[src/rtl/axis_to_rs232_pkg.sv]
// Shared definitions for the RS232 transmit path: FSM state encoding,
// frame constants and the baud divider sizing helpers.
package axis_to_rs232_pkg;

    // Line-state encoding shared by the transmit FSM.
    typedef enum logic [1:0] {
        ST_IDLE  = 2'd0,
        ST_START = 2'd1,
        ST_DATA  = 2'd2,
        ST_STOP  = 2'd3
    } tx_state_e;

    localparam int         DATA_BITS      = 8;
    // Synchroniser reset value: both stages read "remote not ready".
    localparam logic [1:0] CTS_SYNC_RESET = 2'b11;

    // Clocks per bit, rounded to the nearest integer.
    function automatic int calc_baud_count(input real clock_freq, input real baud_rate);
        return $rtoi((clock_freq / baud_rate) + 0.5);
    endfunction

    // Width of the baud down-counter; never less than one bit.
    function automatic int calc_baud_width(input int count);
        return (count < 2) ? 1 : $clog2(count);
    endfunction

endpackage

[src/rtl/axis_to_rs232_if.sv]
// AXI-stream byte channel feeding the RS232 transmitter.
interface axis_to_rs232_if;
    logic [7:0] idata;
    logic       ivalid;
    logic       iready;

    modport master (output idata, output ivalid, input  iready);
    modport slave  (input  idata, input  ivalid, output iready);
endinterface

[src/rtl/axis_to_rs232_baud_divider.sv]
// Bit-time down-counter. restart reloads the counter synchronously; tick
// pulses for one clock when the counter underflows, then it reloads, so
// ticks are exactly COUNT clocks apart.
module axis_to_rs232_baud_divider
    import axis_to_rs232_pkg::*;
#(
    parameter int COUNT = 16
) (
    input  logic clock,
    input  logic resetn,
    input  logic restart,
    output logic tick
);

    localparam int               WIDTH  = calc_baud_width(COUNT);
    localparam logic [WIDTH-1:0] RELOAD = WIDTH'(COUNT - 1);
    localparam logic [WIDTH-1:0] ZERO   = {WIDTH{1'b0}};
    localparam logic [WIDTH-1:0] ONE    = WIDTH'(1);

    if (COUNT < 2) begin : g_bad_count
        $error("axis_to_rs232_baud_divider: COUNT must be at least 2");
    end

    logic [WIDTH-1:0] cnt_q;
    logic [WIDTH-1:0] cnt_d;

    assign tick = (cnt_q == ZERO) && !restart;

    // Next count: reload on restart or underflow, otherwise count down.
    always_comb begin
        cnt_d = cnt_q;
        if (restart) begin
            cnt_d = RELOAD;
        end else if (cnt_q == ZERO) begin
            cnt_d = RELOAD;
        end else begin
            cnt_d = cnt_q - ONE;
        end
    end

    // Counter register.
    always_ff @(posedge clock or negedge resetn) begin
        if (!resetn) begin
            cnt_q <= RELOAD;
        end else begin
            cnt_q <= cnt_d;
        end
    end

endmodule

[src/rtl/axis_to_rs232.sv]
// RS232 transmitter: one-byte holding register in front of an 8N1/8N2
// serialiser, gated by CTSn flow control sampled only at frame start.
module axis_to_rs232
    import axis_to_rs232_pkg::*;
#(
    parameter real CLOCK_FREQ = 133000000.0,
    parameter real BAUD_RATE  = 115200.0,
    parameter int  STOP_BITS  = 1
) (
    input  logic             clock,
    input  logic             resetn,
    axis_to_rs232_if.slave   s_axis,
    output logic             txd_pin,
    input  logic             ctsn_pin,
    output logic             busy
);

    localparam int         BAUD_COUNT    = calc_baud_count(CLOCK_FREQ, BAUD_RATE);
    localparam logic [2:0] LAST_DATA_BIT = 3'(DATA_BITS - 1);
    localparam logic [2:0] LAST_STOP_BIT = 3'(STOP_BITS - 1);

    if ((STOP_BITS != 1) && (STOP_BITS != 2)) begin : g_bad_stop_bits
        $error("axis_to_rs232: STOP_BITS must be 1 or 2");
    end
    if (BAUD_COUNT < 2) begin : g_bad_baud
        $error("axis_to_rs232: CLOCK_FREQ/BAUD_RATE must be at least 2");
    end

    tx_state_e  state_q,     state_d;
    logic [7:0] hold_q,      hold_d;
    logic       hold_full_q, hold_full_d;
    logic       iready_q,    iready_d;
    logic [7:0] shift_q,     shift_d;
    logic [2:0] bit_cnt_q,   bit_cnt_d;
    logic       txd_q,       txd_d;
    logic       busy_q,      busy_d;
    logic [1:0] cts_sync_q,  cts_sync_d;

    logic accept_s;
    logic load_s;
    logic cts_ok_s;
    logic baud_restart_s;
    logic baud_tick_s;

    assign accept_s       = s_axis.ivalid && iready_q;
    assign cts_ok_s       = !cts_sync_q[1];
    // The divider sits at a full bit time while idle so a start bit always
    // lasts exactly one bit period from the edge it begins on.
    assign baud_restart_s = (state_q == ST_IDLE);

    axis_to_rs232_baud_divider #(
        .COUNT (BAUD_COUNT)
    ) u_baud (
        .clock   (clock),
        .resetn  (resetn),
        .restart (baud_restart_s),
        .tick    (baud_tick_s)
    );

    // Two-stage synchroniser for the asynchronous CTSn pin.
    always_comb begin
        cts_sync_d = {cts_sync_q[0], ctsn_pin};
    end

    // Frame sequencing, shift register and bit counter; load_s marks the
    // edge where the held byte moves into the shifter.
    always_comb begin
        state_d   = state_q;
        shift_d   = shift_q;
        bit_cnt_d = bit_cnt_q;
        load_s    = 1'b0;
        case (state_q)
            ST_IDLE: begin
                if (hold_full_q && cts_ok_s) begin
                    state_d = ST_START;
                    shift_d = hold_q;
                    load_s  = 1'b1;
                end else begin
                    state_d = ST_IDLE;
                end
            end
            ST_START: begin
                if (baud_tick_s) begin
                    state_d   = ST_DATA;
                    bit_cnt_d = 3'd0;
                end else begin
                    state_d = ST_START;
                end
            end
            ST_DATA: begin
                if (baud_tick_s) begin
                    if (bit_cnt_q == LAST_DATA_BIT) begin
                        state_d   = ST_STOP;
                        bit_cnt_d = 3'd0;
                    end else begin
                        shift_d   = {1'b0, shift_q[7:1]};
                        bit_cnt_d = bit_cnt_q + 3'd1;
                    end
                end else begin
                    state_d = ST_DATA;
                end
            end
            ST_STOP: begin
                if (baud_tick_s) begin
                    if (bit_cnt_q == LAST_STOP_BIT) begin
                        // Chain straight into the next frame when possible.
                        if (hold_full_q && cts_ok_s) begin
                            state_d = ST_START;
                            shift_d = hold_q;
                            load_s  = 1'b1;
                        end else begin
                            state_d = ST_IDLE;
                        end
                    end else begin
                        bit_cnt_d = bit_cnt_q + 3'd1;
                    end
                end else begin
                    state_d = ST_STOP;
                end
            end
            default: begin
                state_d   = ST_IDLE;
                bit_cnt_d = 3'd0;
            end
        endcase
    end

    // Holding register: emptied by a load, filled by an accepted beat.
    // Both cannot coincide because iready is low while the register is full.
    always_comb begin
        hold_d      = hold_q;
        hold_full_d = hold_full_q;
        if (load_s) begin
            hold_full_d = 1'b0;
        end else if (accept_s) begin
            hold_full_d = 1'b1;
            hold_d      = s_axis.idata;
        end else begin
            hold_full_d = hold_full_q;
        end
        iready_d = !hold_full_d;
        busy_d   = hold_full_d || (state_d != ST_IDLE);
    end

    // Line level for the coming cycle, registered so txd_pin is glitch-free.
    always_comb begin
        txd_d = 1'b1;
        case (state_d)
            ST_IDLE:  txd_d = 1'b1;
            ST_START: txd_d = 1'b0;
            ST_DATA:  txd_d = shift_d[0];
            ST_STOP:  txd_d = 1'b1;
            default:  txd_d = 1'b1;
        endcase
    end

    // State and datapath registers; reset abandons any frame in flight.
    always_ff @(posedge clock or negedge resetn) begin
        if (!resetn) begin
            state_q     <= ST_IDLE;
            hold_q      <= 8'h00;
            hold_full_q <= 1'b0;
            iready_q    <= 1'b0;
            shift_q     <= 8'h00;
            bit_cnt_q   <= 3'd0;
            txd_q       <= 1'b1;
            busy_q      <= 1'b0;
            cts_sync_q  <= CTS_SYNC_RESET;
        end else begin
            state_q     <= state_d;
            hold_q      <= hold_d;
            hold_full_q <= hold_full_d;
            iready_q    <= iready_d;
            shift_q     <= shift_d;
            bit_cnt_q   <= bit_cnt_d;
            txd_q       <= txd_d;
            busy_q      <= busy_d;
            cts_sync_q  <= cts_sync_d;
        end
    end

    assign s_axis.iready = iready_q;
    assign txd_pin       = txd_q;
    assign busy          = busy_q;

endmodule
[src/flat_wrapper.sv]
// flat-port wrapper written by rule: the top's interface ports become plain ports
module axis_to_rs232_flat import axis_to_rs232_pkg::*;
#(
    parameter real CLOCK_FREQ = 133000000.0,
    parameter real BAUD_RATE  = 115200.0,
    parameter int  STOP_BITS  = 1
)
  (clock, resetn, txd_pin, ctsn_pin, busy, s_axis_idata, s_axis_ivalid, s_axis_iready);
  axis_to_rs232_if s_axis_i ();
  input  logic clock;
  input  logic resetn;
  output logic txd_pin;
  input  logic ctsn_pin;
  output logic busy;
  input wire logic [$bits(s_axis_i.idata)-1:0] s_axis_idata;
  input wire logic [$bits(s_axis_i.ivalid)-1:0] s_axis_ivalid;
  output wire logic [$bits(s_axis_i.iready)-1:0] s_axis_iready;
  assign s_axis_i.idata = s_axis_idata;
  assign s_axis_i.ivalid = s_axis_ivalid;
  assign s_axis_iready = s_axis_i.iready;
  axis_to_rs232 #(.CLOCK_FREQ(CLOCK_FREQ), .BAUD_RATE(BAUD_RATE), .STOP_BITS(STOP_BITS)) u_core (.clock(clock), .resetn(resetn), .s_axis(s_axis_i), .txd_pin(txd_pin), .ctsn_pin(ctsn_pin), .busy(busy));
endmodule
[config.mk]
export PLATFORM = sky130hd
export DESIGN_NAME = axis_to_rs232_flat
export DESIGN_NICKNAME = d
export VERILOG_FILES = /design/src/rtl/axis_to_rs232_pkg.sv /design/src/rtl/axis_to_rs232_if.sv /design/src/rtl/axis_to_rs232_baud_divider.sv /design/src/rtl/axis_to_rs232.sv /design/src/flat_wrapper.sv
export SDC_FILE = /design/constraint.sdc
export NUM_CORES = 1
export LEC_CHECK = 0
export CAP_MARGIN = 20
export CORE_ASPECT_RATIO = 0.6
export CORE_MARGIN = 4
export CORE_UTILIZATION = 51
export CTS_CLUSTER_DIAMETER = 100
export DETAILED_ROUTE_END_ITERATION = 10
export PLACE_DENSITY_LB_ADDON = 0.12
export SLEW_MARGIN = 20
export SYNTH_ARGS = -nofsm -noshare
export SYNTH_HDL_FRONTEND = slang
export SYNTH_SLANG_ARGS = --single-unit
export TNS_END_PERCENT = 20
[constraint.sdc]
create_clock -name clock -period 3.8 [get_ports clock]
set_clock_uncertainty 0.2 [all_clocks]
set_input_delay 0.76 -clock clock [delete_from_list [all_inputs] [get_ports clock]]
set_output_delay 0.76 -clock clock [all_outputs]
set_load 0.01 [all_outputs]
==> run metrics <==
RD Place Congestion ~0.8; io pins 15; worst hold slack 0.157 ns; WP data required 3.80 ns; fill count 309; RSZ-0062 raised after global routing false; Final period util 0.799; port bufs 14; reg2reg setup slack 0.76 ns; Slew HR 0.687; PostCTS Resize Cnt 0; Routed Antenna Nets 0; Pins Over Slew Limit 0; Die W 89.7 um; Layout Utilization 0.612; TritonCTS clock tree done; Lkg Pwr between 0.9 and 1 nW; VDD IR max about 0.37 mV; Post-Syn Area 2040 um2; crit path DAT 3.04 ns; vias 1377; Via density 5.71; Crit Path Max Fanout 8; CTS Buf Count 5; setup TNS 0 ns; diode count 0; Yosys reg bits 38; Worst-Margin Slew around 0.47 ns; post-synth top area share 0.392; largest net degree at the start of global routing 39; CTS Sinks 38; commonest cells in the netlist dfrtp_1 (32), ha_1 (12), inv_1 (12), nor2_1 (12), nand2_1 (9); Max Buffers Root-to-Sink 2; drt pass-1 iters 4; syn_area_per_cell 11.7 um2; register area share after synthesis 0.470; 1st-iter DRT viols 82; post-synth net total 199; Hold Path Class reg -> reg; final setup fails 0; grt ovf 0; H-tree depth 2; type of origin of the critical path register; Clk pin slew, worst setup/hold paths 0.07 ns; share of flip-flops with an asynchronous set or reset 1.00; YS warnings 0; layout cell share with drive strength beyond 1 0.191; Wirelength per Cell 15.8 um; clock period minus worst slack 3.04 ns; Post-CTS Setup Repair Bufs 0; vias in the first global route 1416; Synth Flop Type dfrtp_1; Max Cap Viol 0; # hold bufs at CTS 0; Remaining DRCs 0; core area 3760 um2; DP Wirelength 2.92 mm; Layout area overhead 12.9%; Final #Nets between 200 and 250; Netlist cell types 54; Setup Crit Path Kind reg -> reg; Starting Density 0.542; gr usage total 0.171; CTS root buf clkbuf_8; clock latency on the worst-skew pair 0.28 ns; top-count cell post-synth dfrtp_1; Total Routed Length between 3 and 4 mm; Synth area leader dfrtp_1; Place WS 0.835 ns; Post-Place Cells 233; Setup crit end kind register; area of the die 5110 um2; final hold viol count 0; Pwr Density 648 nW/um2; FP Rows 17; Die Span Y 57 um; status complete, no violations; global-route wire length before repair 6.71 mm; Max Freq roughly 330 MHz; initial antenna violation count 0; EDFF count, synth 0; slack of the critical path 0.762 ns; Mapped Cells 175; non-filler cells, final 241; top cells by area, synth dfrtp_1 (39%), dfstp_2 (7.7%), ha_1 (7.4%)
[layout by cell type (no fill, tap or decap), types with 2 or more instances in the layout]
cell	netlist	layout
a21o_1	2	2
a21oi_1	5	5
a221o_1	6	6
and2_1	3	3
clkbuf_8	0	5
clkdlybuf4s50_1	0	14
clkinv_2	0	2
dfrtp_1	32	32
dfstp_2	6	6
ha_1	12	12
inv_1	12	12
mux2_1	2	2
mux2_2	7	7
mux2i_1	4	4
nand2_1	9	9
nand2_2	2	2
nand2b_1	3	3
nor2_1	12	12
nor2b_1	5	5
nor3_1	2	2
nor4_1	2	2
o21ai_0	4	4
o22ai_1	3	3
or3_1	2	2
xnor2_1	7	7
[metrics by stage]
step | instance area, um2 | power (mW)
5_1_grt | 2300 | 1.61
3_5_place_dp | 2220 | 1.24
2_1_floorplan | 2040 | 1.08
4_1_cts | 2300 | 1.51
3_3_place_gp | 2220 | 1.21
6_report | 2300 | 1.49
[kinds of logic (layout without fill, tap and decap cells)]
group           Yosys count  in the layout  share of synthesized area
flops                    38             38                      0.470
fa+ha+maj                12             12                     0.0736
compound gates           34             34                      0.149
mux                      13             13                     0.0693
xor+xnor                  7              7                     0.0300
buf+inv                  17             36                     0.0368
simple gates             54             54                      0.172
[flip-flops by register name (all words and copies together) (netlist names)]
name,cells
u_core.state_q,2
u_core.s_axis.iready,1
u_core.u_baud.cnt_q,11
u_core.txd_pin,1
u_core.hold_q,8
u_core.shift_q,8
u_core.hold_full_q,1
u_core.busy,1
u_core.bit_cnt_q,3
u_core.cts_sync_q,2
[critical path: stages, from the launching register on]
cell and delay (ns):
dfrtp_1 0.44, inv_1 0.11, ha_1 0.35, nor4b_4 0.09
and3_1 0.27, or3_1 0.33, a32oi_1 0.24, o22ai_1 0.18
ha_1 0.24, or3b_1 0.37, o22ai_1 0.13
[power by group]
part           internal, mW  switching, mW  total, mW
clock network         0.127          0.134      0.261
registers             0.549         0.0970      0.646
logic                 0.286          0.299      0.585
total                 0.962          0.530       1.49
[path summary, 6_finish.rpt]
check	start	to	depth (start not counted)
max in group asynchronous	resetn	u_core.txd_pin	2
worst min-delay path	u_core.cts_sync_q[0]	u_core.cts_sync_q[1]	0
worst min register to register	u_core.cts_sync_q[0]	u_core.cts_sync_q[1]	0
min in group asynchronous	resetn	u_core.shift_q[1]	2
worst max-delay path	u_core.state_q[0]	u_core.txd_pin	10
worst max register to register	u_core.state_q[0]	u_core.txd_pin	10
[final cells by class]
cell class | count | area (um2) | area share
well taps | 47 | 58.8 | 0.0255
multi-input cells | 120 | 1010 | 0.437
inverters | 13 | 48.8 | 0.0212
clock inverters | 2 | 10.0 | 0.00435
clock buffers | 6 | 72.6 | 0.0315
repair buffers | 15 | 148 | 0.0641
flip-flops and latches | 38 | 958 | 0.416
[per-layer routing]
layer	track usage	vias to the layer above	routed length, um
met3	0.0606	7	235
met5	0	-	0
met1	0.262	664	2000
met2	0.228	38	1540
li1	-	668	-
met4	0.0446	0	38
Note: power is estimated with default switching activity, not from simulation.
